### src/rtl/genesys_loop_pkg.sv
// genesys_loop_pkg
//   Shared types and default widths for the loop configuration issuer.
//   - issuer_state_t : issuer FSM states
//   - loop_inst_t    : one buffered loop instruction {iter, group_id, last}
//                      at the default widths
//   - DEF_*          : default parameter values for loop_cfg_issuer
package genesys_loop_pkg;

    localparam int DEF_LOOP_ID_W   = 5;
    localparam int DEF_GROUP_ID_W  = 2;
    localparam int DEF_LOOP_ITER_W = 16;
    localparam int DEF_FIFO_DEPTH  = 4;
    localparam int DEF_TIMEOUT_CYC = 65535;

    typedef enum logic [2:0] {
        ST_IDLE,
        ST_ISSUE,
        ST_START,
        ST_RUN,
        ST_RETIRE
    } issuer_state_t;

    typedef struct packed {
        logic [DEF_LOOP_ITER_W-1:0] iter;
        logic [DEF_GROUP_ID_W-1:0]  group_id;
        logic                       last;
    } loop_inst_t;

endpackage

### src/rtl/loop_cfg_fifo.sv
// loop_cfg_fifo
//   Synchronous first-word-fall-through FIFO holding loop instructions.
//   Ports:
//     clk, reset  : clock, synchronous active-low reset (empties the FIFO)
//     push, wdata : write request / data (ignored while full)
//     pop         : read request (ignored while empty)
//     rdata       : head entry, valid whenever !empty
//     empty, full : occupancy flags for the current cycle
//     full_nxt    : occupancy flag the FIFO will have after this edge
//   DEPTH must be a power of two, at least 2.
module loop_cfg_fifo #(
    parameter int DATA_W = 19,
    parameter int DEPTH  = 4
) (
    input  logic              clk,
    input  logic              reset,
    input  logic              push,
    input  logic [DATA_W-1:0] wdata,
    input  logic              pop,
    output logic [DATA_W-1:0] rdata,
    output logic              empty,
    output logic              full,
    output logic              full_nxt
);

    localparam int            AW       = (DEPTH > 1) ? $clog2(DEPTH) : 1;
    localparam logic [AW:0]   FULL_CNT = (AW + 1)'(DEPTH);

    logic [DATA_W-1:0] mem [DEPTH];
    logic [AW-1:0]     wr_ptr;
    logic [AW-1:0]     rd_ptr;
    logic [AW:0]       count;
    logic [AW:0]       count_nxt;
    logic              do_push;
    logic              do_pop;

    assign empty   = (count == '0);
    assign full    = (count == FULL_CNT);
    assign do_push = push && !full;
    assign do_pop  = pop && !empty;
    assign rdata   = mem[rd_ptr];

    always_comb begin
        count_nxt = count;
        if (do_push && !do_pop)
            count_nxt = count + 1'b1;
        else if (do_pop && !do_push)
            count_nxt = count - 1'b1;
    end

    assign full_nxt = (count_nxt == FULL_CNT);

    always_ff @(posedge clk) begin
        if (!reset) begin
            wr_ptr <= '0;
            rd_ptr <= '0;
            count  <= '0;
        end else begin
            count <= count_nxt;
            if (do_push)
                wr_ptr <= wr_ptr + 1'b1;
            if (do_pop)
                rd_ptr <= rd_ptr + 1'b1;
        end
    end

    // Storage needs no reset: only entries behind wr_ptr are ever read.
    always_ff @(posedge clk) begin
        if (do_push)
            mem[wr_ptr] <= wdata;
    end

endmodule

### src/rtl/loop_cfg_issuer.sv
// loop_cfg_issuer
//   Buffers loop instructions, issues one config strobe per instruction with
//   a per-group loop index, then starts the block on the controller, waits
//   for its completion and retires it.
//   Ports:
//     clk, reset            : clock, synchronous active-low reset
//     inst_v/inst_ready     : instruction handshake; inst_iter, inst_group_id,
//                             inst_last carry the instruction
//     cfg_loop_iter_v       : one-cycle config strobe with cfg_loop_iter,
//                             cfg_loop_iter_loop_id, cfg_loop_group_id
//     start                 : two-cycle block start pulse
//     done                  : completion pulse (honoured only in RUN)
//     block_done            : one-cycle block retire pulse
//     busy                  : FSM not idle
//     err_overflow          : sticky, an instruction was dropped because its
//                             group ran out of loop indices
//     err_timeout           : sticky, RUN watchdog expired
//   Build option: define LOOP_CFG_ISSUER_TIMEOUT_EN to enable the RUN watchdog
//   (TIMEOUT_CYC cycles); otherwise RUN waits for done forever.
module loop_cfg_issuer
    import genesys_loop_pkg::*;
#(
    parameter int LOOP_ID_W   = DEF_LOOP_ID_W,
    parameter int GROUP_ID_W  = DEF_GROUP_ID_W,
    parameter int LOOP_ITER_W = DEF_LOOP_ITER_W,
    parameter int FIFO_DEPTH  = DEF_FIFO_DEPTH,
    parameter int TIMEOUT_CYC = DEF_TIMEOUT_CYC
) (
    input  logic                   clk,
    input  logic                   reset,
    input  logic                   inst_v,
    output logic                   inst_ready,
    input  logic [LOOP_ITER_W-1:0] inst_iter,
    input  logic [GROUP_ID_W-1:0]  inst_group_id,
    input  logic                   inst_last,
    output logic                   cfg_loop_iter_v,
    output logic [LOOP_ITER_W-1:0] cfg_loop_iter,
    output logic [LOOP_ID_W-1:0]   cfg_loop_iter_loop_id,
    output logic [GROUP_ID_W-1:0]  cfg_loop_group_id,
    output logic                   start,
    input  logic                   done,
    output logic                   block_done,
    output logic                   busy,
    output logic                   err_overflow,
    output logic                   err_timeout
);

    localparam int                 NUM_GROUPS  = 1 << GROUP_ID_W;
    localparam int                 ENTRY_W     = LOOP_ITER_W + GROUP_ID_W + 1;
    // A group is exhausted once its count reaches 2^LOOP_ID_W.
    localparam logic [LOOP_ID_W:0] GRP_CNT_MAX = {1'b1, {LOOP_ID_W{1'b0}}};
    localparam logic [1:0]         START_LEN   = 2'd2;

    issuer_state_t           state;
    logic [1:0]              start_cnt;
    logic [LOOP_ID_W:0]      grp_cnt [NUM_GROUPS];

    logic                    fifo_push;
    logic                    fifo_pop;
    logic [ENTRY_W-1:0]      fifo_rdata;
    logic                    fifo_empty;
    logic                    fifo_full;
    logic                    fifo_full_nxt;
    logic [LOOP_ITER_W-1:0]  head_iter;
    logic [GROUP_ID_W-1:0]   head_gid;
    logic                    head_last;

    // inst_ready is registered and equals !full, so a push never hits a full FIFO.
    assign fifo_push = inst_v && inst_ready;
    assign fifo_pop  = (state == ST_ISSUE) && !fifo_empty;

    assign head_iter = fifo_rdata[ENTRY_W-1 -: LOOP_ITER_W];
    assign head_gid  = fifo_rdata[GROUP_ID_W:1];
    assign head_last = fifo_rdata[0];

    loop_cfg_fifo #(
        .DATA_W (ENTRY_W),
        .DEPTH  (FIFO_DEPTH)
    ) u_fifo (
        .clk      (clk),
        .reset    (reset),
        .push     (fifo_push),
        .wdata    ({inst_iter, inst_group_id, inst_last}),
        .pop      (fifo_pop),
        .rdata    (fifo_rdata),
        .empty    (fifo_empty),
        .full     (fifo_full),
        .full_nxt (fifo_full_nxt)
    );

`ifdef LOOP_CFG_ISSUER_TIMEOUT_EN
    logic [31:0] wd_cnt;
`else
    assign err_timeout = 1'b0;
`endif

    always_ff @(posedge clk) begin
        if (!reset) begin
            state                 <= ST_IDLE;
            start_cnt             <= '0;
            for (int g = 0; g < NUM_GROUPS; g++)
                grp_cnt[g] <= '0;
            inst_ready            <= 1'b0;
            cfg_loop_iter_v       <= 1'b0;
            cfg_loop_iter         <= '0;
            cfg_loop_iter_loop_id <= '0;
            cfg_loop_group_id     <= '0;
            start                 <= 1'b0;
            block_done            <= 1'b0;
            busy                  <= 1'b0;
            err_overflow          <= 1'b0;
`ifdef LOOP_CFG_ISSUER_TIMEOUT_EN
            wd_cnt                <= '0;
            err_timeout           <= 1'b0;
`endif
        end else begin
            inst_ready      <= !fifo_full_nxt;
            cfg_loop_iter_v <= 1'b0;
            case (state)
                ST_IDLE: begin
                    if (!fifo_empty) begin
                        state <= ST_ISSUE;
                        busy  <= 1'b1;
                    end
                end
                ST_ISSUE: begin
                    if (!fifo_empty) begin
                        if (grp_cnt[head_gid] == GRP_CNT_MAX) begin
                            err_overflow <= 1'b1;
                        end else begin
                            cfg_loop_iter_v       <= 1'b1;
                            cfg_loop_iter         <= head_iter;
                            cfg_loop_group_id     <= head_gid;
                            cfg_loop_iter_loop_id <= grp_cnt[head_gid][LOOP_ID_W-1:0];
                            grp_cnt[head_gid]     <= grp_cnt[head_gid] + 1'b1;
                        end
                        if (head_last) begin
                            state     <= ST_START;
                            start_cnt <= '0;
                        end
                    end
                end
                // First START cycle carries the last strobe, so start rises
                // one cycle later and stays high for START_LEN cycles.
                ST_START: begin
                    if (start_cnt == START_LEN) begin
                        start <= 1'b0;
                        state <= ST_RUN;
`ifdef LOOP_CFG_ISSUER_TIMEOUT_EN
                        wd_cnt <= '0;
`endif
                    end else begin
                        start     <= 1'b1;
                        start_cnt <= start_cnt + 1'b1;
                    end
                end
                ST_RUN: begin
                    if (done) begin
                        state      <= ST_RETIRE;
                        block_done <= 1'b1;
                    end
`ifdef LOOP_CFG_ISSUER_TIMEOUT_EN
                    else if (wd_cnt == 32'(TIMEOUT_CYC - 1)) begin
                        err_timeout <= 1'b1;
                        state       <= ST_RETIRE;
                        block_done  <= 1'b1;
                    end else begin
                        wd_cnt <= wd_cnt + 32'd1;
                    end
`endif
                end
                ST_RETIRE: begin
                    block_done <= 1'b0;
                    for (int g = 0; g < NUM_GROUPS; g++)
                        grp_cnt[g] <= '0;
                    state <= ST_IDLE;
                    busy  <= 1'b0;
                end
                default: begin
                    state <= ST_IDLE;
                    busy  <= 1'b0;
                end
            endcase
        end
    end

endmodule

### config.mk
export PLATFORM = sky130hd
export DESIGN_NAME = loop_cfg_issuer
export DESIGN_NICKNAME = d
export VERILOG_FILES = /design/src/rtl/genesys_loop_pkg.sv /design/src/rtl/loop_cfg_fifo.sv /design/src/rtl/loop_cfg_issuer.sv
export SDC_FILE = /design/constraint.sdc
export NUM_CORES = 1
export LEC_CHECK = 0
export BUFFER_PORTS_ARGS = -buffer_cell sky130_fd_sc_hd__buf_4
export CORE_MARGIN = 2
export CORE_UTILIZATION = 63
export DETAILED_ROUTE_END_ITERATION = 10
export GPL_TIMING_DRIVEN = 0
export HOLD_SLACK_MARGIN = 0.03
export PLACE_DENSITY = 0.84
export SLEW_MARGIN = 10
export SYNTH_ARGS = -nofsm -noshare
export SYNTH_HDL_FRONTEND = slang
export SYNTH_SLANG_ARGS = --single-unit
export TNS_END_PERCENT = 10
### constraint.sdc
create_clock -name clk -period 6.57 [get_ports clk]
set_input_delay 1.314 -clock clk [delete_from_list [all_inputs] [get_ports clk]]
set_output_delay 1.314 -clock clk [all_outputs]
set_load 0.05 [all_outputs]
==> impl_metrics.tcl <==
set metrics [dict create \
    post_synth_num_cell_types 47 \
    die_y_um 100.5 \
    insertion_delay_ps 540 \
    ctsRootBufferMaster "clkbuf_8" \
    die_x_um 100.5 \
    n_fill_cell 525 \
    ant_nets 0 \
    finalWorstSetupSlack_ps 2212 \
    worst_r2r_endpoint "grp_cnt[3][4]$_SDFFCE_PN0P_" \
    wl_um 11720 \
    dp_hpwl_um 7579 \
    grtUsageMet1_pct 32.49 \
    p_leak_nw 2.685 \
    routedWlPerCell_um 19.40 \
    portBuffers 50 \
    synthXorXnorAreaFrac_pct 0.8951 \
    cts_tree "built" \
    grt_overflow 0 \
    initial_core_util_pct 64.14 \
    antenna_cells 0 \
    synth_adder_area_share_pct 2.131 \
    clkTransAtPathRegs_ps 70 \
    slew_viol_final 0 \
    crit_required_ps 6720 \
    synth.mux.area_fraction_pct 14.66 \
    rr_worst_depth 14 \
    antenna_found_initial 0 \
    fin_crit_sh_pct 66.33 \
    critPathKind "flop to flop" \
    placed_cell_area_um2 6385 \
    min_period_ps 4358 \
    cts.sinks 143 \
    postSynthRegisterBits 143 \
    yosysSeqAreaShare_pct 65.81 \
    grt_max_degree 20 \
    startpoint_type "flop" \
    grt_util_met3_pct 6.033 \
    finalSetupTns_ps 0 \
    cts_hold_buf 0 \
    synth-async-reset-ratio_pct 0 \
    avgViaCountPerCell 5.866 \
    outcome "completed" \
    fin_nets 513 \
    rrSetupSlack_ps 2210 \
    finalClockSkew_ps 6.142 \
    synthFlopType "edfxtp_1" \
    mostFrequentLayoutCells "100 x edfxtp_1, 54 x buf_4, 50 x nand2_1, 43 x dfxtp_1, 37 x mux2i_1" \
    synth_cells 411 \
    synthSimpleGateAreaFrac_pct 10.78 \
    syn_area_um2 5871 \
    area_growth_syn_to_layout_pct 19.14 \
    end_kind "flop" \
    dp_slack_ps 2251 \
    met2_usage_pct 43.06 \
    synth-compound-area-share_pct 2.728 \
    firstDrtPassIters 4 \
    postLayoutCoreUtil_pct 76.42 \
    row_count 35 \
    hold_viol 0 \
    p_total_mw 2.313 \
    grtUsageTotal_pct 25.37 \
    io_pins 53 \
    tightest_slew_ps 1268 \
    gp_congestion 0.8475 \
    cts_buffers 17 \
    rsz0062_at_grt "false" \
    setup_viol 0 \
    hold_path_class "flop to flop" \
    first_iter_violations 210 \
    cts_setup_buffers 0 \
    synth-edff-count 100 \
    synth.yosys.warnings 0 \
    drive_gt1_share_pct 23.73 \
    slew_headroom_pct 14.80 \
    grt_pass1_wl_um 18440 \
    core_area_um2 9153 \
    synth_fp_nets 444 \
    holdPathStages 2 \
    ir_worst_vdd_uv 239.7 \
    fin_area_um2 6994 \
    busiest_layer "met2" \
    worstPathArrival_ps 4510 \
    remaining_drc_errors 0 \
    fmax_mhz 229.5 \
    cp_max_fo 10 \
    die_area_um2 10110 \
    hp-start "cfg_loop_iter_loop_id[3]$_SDFFE_PN0P_" \
    syn_area_per_cell_um2 14.28 \
    dr_total_vias 3543 \
    max_cap_violations 0 \
    min_to "cfg_loop_iter_loop_id[3]$_SDFFE_PN0P_" \
    final_common_cell "edfxtp_1" \
    cts.repair.resized 0 \
    synth_top_family_by_area "multiplexers" \
    clockBufferDepth 2 \
    grt_pass1_vias 3509 \
    htreeDepth 4 \
    power.density_nw_per_um2 330.7 \
]
==> area by class of cell <==
type / count / area, µm² / area share [%]
Sequential cell: 143 / 3864 / 55.24
Multi-Input combinational cell: 235 / 1836 / 26.24
Clock buffer: 17 / 414.1 / 5.921
Timing Repair Buffer: 50 / 375.4 / 5.367
Clock inverter: 15 / 195.2 / 2.791
Tap cell: 111 / 138.9 / 1.986
Buffer: 23 / 133.9 / 1.914
Inverter: 10 / 37.54 / 0.5367
==> metal layers <==
layer,vias up,routed length (µm)
li1,1650,-
met5,-,0
met2,119,6187
met3,17,571
met1,1757,4782
met4,0,177
==> worst max-delay path by stage <==
stage,startpoint,endpoint,slack [ps],cells past startpoint
after floorplan,flop,grp_cnt[3][0]$_SDFFCE_PN0P_,2940,14
after global placement,flop,grp_cnt[3][1]$_SDFFCE_PN0P_,2330,14
after detailed placement,flop,grp_cnt[3][1]$_SDFFCE_PN0P_,2250,14
after CTS,flop,grp_cnt[3][4]$_SDFFCE_PN0P_,2210,14
after global routing,flop,grp_cnt[3][2]$_SDFFCE_PN0P_,1950,14
final,flop,grp_cnt[3][4]$_SDFFCE_PN0P_,2210,14
==> synthesized netlist by cell type, drive strengths merged, types with 2 or more instances <==
library cell	count	area (µm²)
nor2	30	112.6
nand3	10	50.05
mux4	20	454.2
clkbuf	13	50.04
and2	7	46.30
nor4	3	18.77
buf	10	83.82
mux2	2	22.52
nor3	12	60.06
nand2	51	198.9
and4	2	17.52
o21ai	6	30.03
mux2i	38	384.1
edfxtp	100	3003
xor2	3	26.28
ha	10	125.1
nand3b	3	22.52
nand2b	5	31.28
and3	2	12.51
dfxtp	43	860.8
nor2b	6	37.54
o21a	2	15.01
xnor2	3	26.28
inv	10	37.54
a31oi	2	12.51
a21oi	6	30.03
==> stage by stage <==
stage	std cells	hold slack, ps
global route	604	485.6
detailed placement	572	450.4
global placement	572	434.9
finish	604	456.1
CTS	604	459.4
floorplan	411	464.6
==> flip-flops by register name, indices dropped and copies added (netlist names), 3 cells and up, named ones only <==
name	flops
u_fifo.mem	76
grp_cnt	24
cfg_loop_iter	16
cfg_loop_iter_loop_id	5
state	3
u_fifo.count	3
==> critical path: stages, from the launching register on <==
cell	delay, ps
dfxtp_1	320
buf_6	180
mux4_2	520
buf_6	180
buf_2	200
mux2i_1	140
mux2_2	300
ha_1	220
and2_1	140
a22oi_1	180
or4b_1	130
buf_4	170
nand2_4	130
buf_4	290
o21ai_0	860
==> power breakdown <==
| group | switching (mW) | internal [mW] |
|---|---|---|
| Sequential | 0.0196 | 1.01 |
| Clock | 0.427 | 0.531 |
| Combinational | 0.202 | 0.125 |
==> logic make-up after synthesis <==
group / Yosys count
fa+ha+maj: 10
flops: 143
mux: 60
xor+xnor: 6
compound gates: 24
simple gates: 134
buf+inv: 33
other cells: 1
Note: power is estimated with default switching activity, not from simulation.
